File: config.mk
export PLATFORM = sky130hd
export DESIGN_NAME = fetch_ctrl
export DESIGN_NICKNAME = d
export VERILOG_FILES = /design/src/rtl/fetch_ctrl_pkg.sv /design/src/rtl/pc_next_sel.sv /design/src/rtl/fetch_ctrl.sv
export SDC_FILE = /design/constraint.sdc
export NUM_CORES = 1
export LEC_CHECK = 0
export ABC_AREA = 1
export CORE_MARGIN = 5
export CORE_UTILIZATION = 51
export CTS_CLUSTER_DIAMETER = 60
export DETAILED_ROUTE_END_ITERATION = 16
export GPL_TIMING_DRIVEN = 0
export PLACE_DENSITY_LB_ADDON = 0.2
export SLEW_MARGIN = 40
export SYNTH_ARGS = -nofsm -noshare
export SYNTH_HDL_FRONTEND = slang
export SYNTH_SLANG_ARGS = --single-unit
File: constraint.sdc
create_clock -name CLK -period 2.6 [get_ports CLK]
set_clock_uncertainty 0.05 [all_clocks]
set_input_delay 0.26 -clock CLK [delete_from_list [all_inputs] [get_ports CLK]]
set_output_delay 0.26 -clock CLK [all_outputs]
set_load 0.01 [all_outputs]
File: src/rtl/fetch_ctrl_pkg.sv
// Shared constants for the fetch sequencer: widths, state codes and program entry points.
package fetch_ctrl_pkg;

  localparam int unsigned PcW  = 8;
  localparam int unsigned IdxW = 4;
  localparam int unsigned CntW = 16;

  localparam logic [1:0] StIdle = 2'd0;
  localparam logic [1:0] StRun  = 2'd1;
  localparam logic [1:0] StHalt = 2'd2;

  localparam logic [PcW-1:0] ProgStart0Default = 8'd0;
  localparam logic [PcW-1:0] ProgStart1Default = 8'd80;
  localparam logic [PcW-1:0] ProgStart2Default = 8'd128;

  // Counter increment that sticks at all-ones instead of wrapping.
  function automatic logic [CntW-1:0] sat_inc(input logic [CntW-1:0] v);
    return (v == '1) ? v : v + CntW'(1);
  endfunction

endpackage

File: src/rtl/pc_next_sel.sv
// Next-PC mux for the RUN state: hold on halt, jump on taken branch, else step with wrap detect.
module pc_next_sel
  import fetch_ctrl_pkg::*;
(
  input  logic [PcW-1:0] pc,
  input  logic           taken,
  input  logic           halt,
  input  logic [PcW-1:0] lut_addr,
  output logic [PcW-1:0] pc_next,
  output logic           ovf
);

  always_comb begin
    pc_next = pc;
    ovf     = 1'b0;
    if (halt) begin
      pc_next = pc;
    end else if (taken) begin
      pc_next = lut_addr;
    end else begin
      pc_next = pc + PcW'(1);
      ovf     = (pc == '1);
    end
  end

endmodule

File: src/rtl/fetch_ctrl.sv
// Program-counter sequencer: starts a resident program, follows table branches, stops on halt.
module fetch_ctrl
  import fetch_ctrl_pkg::*;
#(
  parameter logic [PcW-1:0] PROG0_START = ProgStart0Default,
  parameter logic [PcW-1:0] PROG1_START = ProgStart1Default,
  parameter logic [PcW-1:0] PROG2_START = ProgStart2Default
) (
  input  logic            CLK,
  input  logic            reset,
  input  logic            start,
  input  logic [1:0]      prog_sel,
  input  logic            branch_en,
  input  logic            branch_cond,
  input  logic [IdxW-1:0] branch_idx,
  input  logic            halt_req,
  input  logic [PcW-1:0]  lut_addr,
  output logic [IdxW-1:0] lut_idx,
  output logic            lut_rd,
  output logic [PcW-1:0]  pc,
  output logic            running,
  output logic            done,
  output logic            pc_ovf,
  output logic [CntW-1:0] instr_cnt
);

  logic [1:0]      state_q;
  logic [PcW-1:0]  pc_q;
  logic            ovf_q;
  logic [CntW-1:0] cnt_q;

  logic [PcW-1:0]  pc_next;
  logic            seq_ovf;
  logic [PcW-1:0]  start_addr;
  logic            start_ok;
  logic            taken;

  assign taken    = branch_en & branch_cond;
  assign start_ok = start & (prog_sel != 2'd3);

  always_comb begin
    start_addr = PROG0_START;
    unique case (prog_sel)
      2'd1:    start_addr = PROG1_START;
      2'd2:    start_addr = PROG2_START;
      default: start_addr = PROG0_START;
    endcase
  end

  pc_next_sel u_pc_next_sel (
    .pc       (pc_q),
    .taken    (taken),
    .halt     (halt_req),
    .lut_addr (lut_addr),
    .pc_next  (pc_next),
    .ovf      (seq_ovf)
  );

  always_ff @(posedge CLK) begin
    if (reset) begin
      state_q <= StIdle;
      pc_q    <= '0;
      ovf_q   <= 1'b0;
      cnt_q   <= '0;
    end else begin
      case (state_q)
        StIdle, StHalt: begin
          if (start_ok) begin
            state_q <= StRun;
            pc_q    <= start_addr;
            ovf_q   <= 1'b0;
            cnt_q   <= '0;
          end
        end
        StRun: begin
          // Every RUN cycle retires one instruction, including the halting or wrapping one.
          pc_q  <= pc_next;
          cnt_q <= sat_inc(cnt_q);
          if (halt_req || seq_ovf) begin
            state_q <= StHalt;
          end
          if (seq_ovf) begin
            ovf_q <= 1'b1;
          end
        end
        default: state_q <= StIdle;
      endcase
    end
  end

  assign running   = (state_q == StRun);
  assign done      = (state_q == StHalt);
  assign lut_idx   = branch_idx;
  assign lut_rd    = branch_en & running;
  assign pc        = pc_q;
  assign pc_ovf    = ovf_q;
  assign instr_cnt = cnt_q;

endmodule
==> results.py <==
metrics = {
    "drt": {
        "avgRoutedWirePerCell_um": 12.4,
        "drtAntennaViolNets": 0,
        "drcViolationCount": 0,
        "totalWireLength_um": 4580,
        "firstDrtPassIters": 5,
        "vias": 1911,
        "viasPerCell": 5.16,
        "drtIter0Drc": 131,
    },
    "critical_path": {
        "crit_fanout": 10,
        "r2r_slack_ns": 0.71,
        "worstSetupPathType": "reg2out",
        "arrival_ns": 2.08,
        "reg2reg_from": "instr_cnt[0]$_SDFFE_PP0P_",
        "timing.rr.end": "instr_cnt[10]$_SDFFE_PP0P_",
        "cp.required_ns": 2.29,
        "rr_worst_depth": 10,
        "crit_path_end_kind": "primary output",
        "start_kind": "register",
    },
    "global_routing": {
        "grt_max_degree": 15,
        "grt-busiest-layer": "met2",
        "antenna_found_initial": 0,
        "use_met2_pct": 29.8,
        "grt_usage_pct": 18.7,
        "gr-usage-met1_pct": 25.5,
        "use_met3_pct": 4.06,
        "grt_pass1_wl_um": 7620,
        "gr-total-overflow": 0,
        "grt_pass1_vias": 1691,
    },
    "layout": {
        "drive_gt1_share_pct": 12.7,
        "fin_util_pct": 69.3,
        "synthToLayoutAreaGrowth_pct": 30.4,
        "antenna_cells": 0,
        "fin_nets": 347,
    },
    "cts": {
        "cts_tree": "yes",
        "cts-htree-levels": 1,
        "cts_resized": 0,
        "clk_pin_slew_worst_paths_ns": 0.14,
        "numCtsBuffers": 3,
        "cts_setup_buffers": 0,
        "ctsHoldBuffers": 0,
        "clkLatencyLatePin_ns": 0.33,
        "numClockSinks": 27,
        "clockBufferDepth": 2,
        "cts_root_buf": "clkbuf_4",
    },
    "timing": {
        "hold_viol": 0,
        "fin_tns_setup_ns": 0,
        "rsz0062_at_grt": "false",
        "whs_ns": 0.244,
        "relSlewSlack_pct": 57.7,
        "worst_pin_slew_ns": 0.635,
        "finalSetupViolations": 0,
        "period_needed_ns": 2.39,
        "finalCritPeriodShare_pct": 91.8,
        "maxSlewViolCount": 0,
        "fmaxAchievable_mhz": 419,
    },
    "floorplan": {
        "die_h_um": 69.2,
        "die_area_sq_mm": 0.00479,
        "die_x_um": 69.2,
        "rows": 21,
        "start_util_pct": 53.2,
        "coreArea_sq_mm": 0.00336,
        "io_pins": 52,
    },
    "power": {
        "leakagePower_nw": 0.832,
        "power_density_mw_per_mm2": 347,
        "ir_drop_mv": 0.406,
    },
    "synth": {
        "postSynthCellCount": 274,
        "yosysTopAreaCell": "dfxtp_1",
        "syn_avg_cell_area_sq_um": 6.53,
        "synth_area_leaders": "dfxtp_1 (30%), nand2_1 (12%), nor2_1 (9.4%), nand3_1 (7.3%), inv_1 (5.7%)",
        "syn_area_sq_mm": 0.00179,
        "synthDistinctLibCells": 30,
        "yosysTopAreaCellShare_pct": 30.2,
        "yosysWarnings": 0,
        "syn_nets": 296,
        "ys_seq_elements": 27,
        "yosysSeqAreaShare_pct": 30.2,
    },
    "run_status": {
        "status": "completed",
    },
    "hold_path": {
        "holdPathStages": 2,
        "min_to": "instr_cnt[8]$_SDFFE_PP0P_",
        "holdCritPathClass": "in2reg",
        "min_from": "reset",
    },
    "place": {
        "routabilityCongestion": 0.927,
        "place_hpwl_um": 3480,
        "portBuffers": 46,
    },
    "flow_run": {
        "maxCapViolations": 0,
    },
}
-- sequential cells by signal, summed over array words and instances (netlist names) --
register and cells:
instr_cnt 16, pc 8, pc_ovf 1, state_q 2
-- final cells by class --
class                      instances  area, sq um
tap                               46         57.6
sequential                        27          541
fill                             315         1030
clock buffer                       4         26.3
multi-input combinational        208         1070
timing repair buffer              46          460
buffer                            10         70.1
inverter                          29          109
-- cells by family after synthesis --
family	synth area share (%)
AOI/OAI and AO/OA	15.2
xor gates and xnor gates	1.96
adders and majority gates	1.40
buffers and inverters	10.0
DFF	30.2
and+or+nand+nor	41.2
-- power breakdown --
| part | internal (mW) | total (mW) | switching [mW] |
|---|---|---|---|
| Clock | 0.0602 | 0.186 | 0.125 |
| Combinational | 0.0855 | 0.182 | 0.0962 |
| Sequential | 0.428 | 0.443 | 0.0151 |
| Total | 0.573 | 0.810 | 0.237 |
-- synth_stat cells (all sizes together) --
master and count:
o21ai 13, a21oi 25, or2 1, nand4 8
ha 2, xor2 3, nand3 27, xnor2 1
nor2 48, clkbuf 3, nand2 69, inv 29
o21bai 2, o211ai 3, nor3 5, dfxtp 27
buf 7, a31oi 1
-- worst max-delay path, cell delays in order, from the launching register on --
cell and delay (ns):
dfxtp_1 0.38, nand2_1 0.09, inv_2 0.16, buf_1 0.47, clkdlybuf4s50_1 0.65
-- how the worst max path moves through the flow --
stage          cells past startpoint  slack [ns]                      start                        end
2_1_floorplan                     10        0.96  instr_cnt[0]$_SDFFE_PP0P_  instr_cnt[9]$_SDFFE_PP0P_
3_3_place_gp                       4        0.66    state_q[0]$_SDFFE_PP0P_                    running
3_5_place_dp                       4        0.62    state_q[0]$_SDFFE_PP0P_                    running
4_1_cts                            4        0.24    state_q[0]$_SDFFE_PP0P_                    running
5_1_grt                            4        0.09    state_q[0]$_SDFFE_PP0P_                    running
6_report                           4        0.21    state_q[0]$_SDFFE_PP0P_                    running
-- cell usage in the layout, fill, tap and decap left out, drive strengths merged --
cell type and count:
a21oi 25, a31oi 1, buf 7, clkbuf 7, clkdlybuf4s50 46, dfxtp 27, ha 2, inv 29
nand2 69, nand3 27, nand4 8, nor2 48, nor3 5, o211ai 3, o21ai 13, o21bai 2
or2 1, xnor2 1, xor2 3
-- layer usage --
metal / part of all wire [%] / up-vias
li1: - / 991
met1: 47 / 848
met5: 0 / -
met4: 1.3 / 0
met3: 6.2 / 7
met2: 45 / 65
-- per-stage QoR --
step	setup WS (ns)	cell area [sq um]	std cells	total power, mW
floorplan	0.957	1790	274	0.551
global placement	0.658	2310	366	0.630
detailed placement	0.625	2310	366	0.633
CTS	0.237	2330	370	0.815
global route	0.0906	2330	370	0.852
finish	0.214	2330	370	0.810
Note: power is estimated with default switching activity, not from simulation.
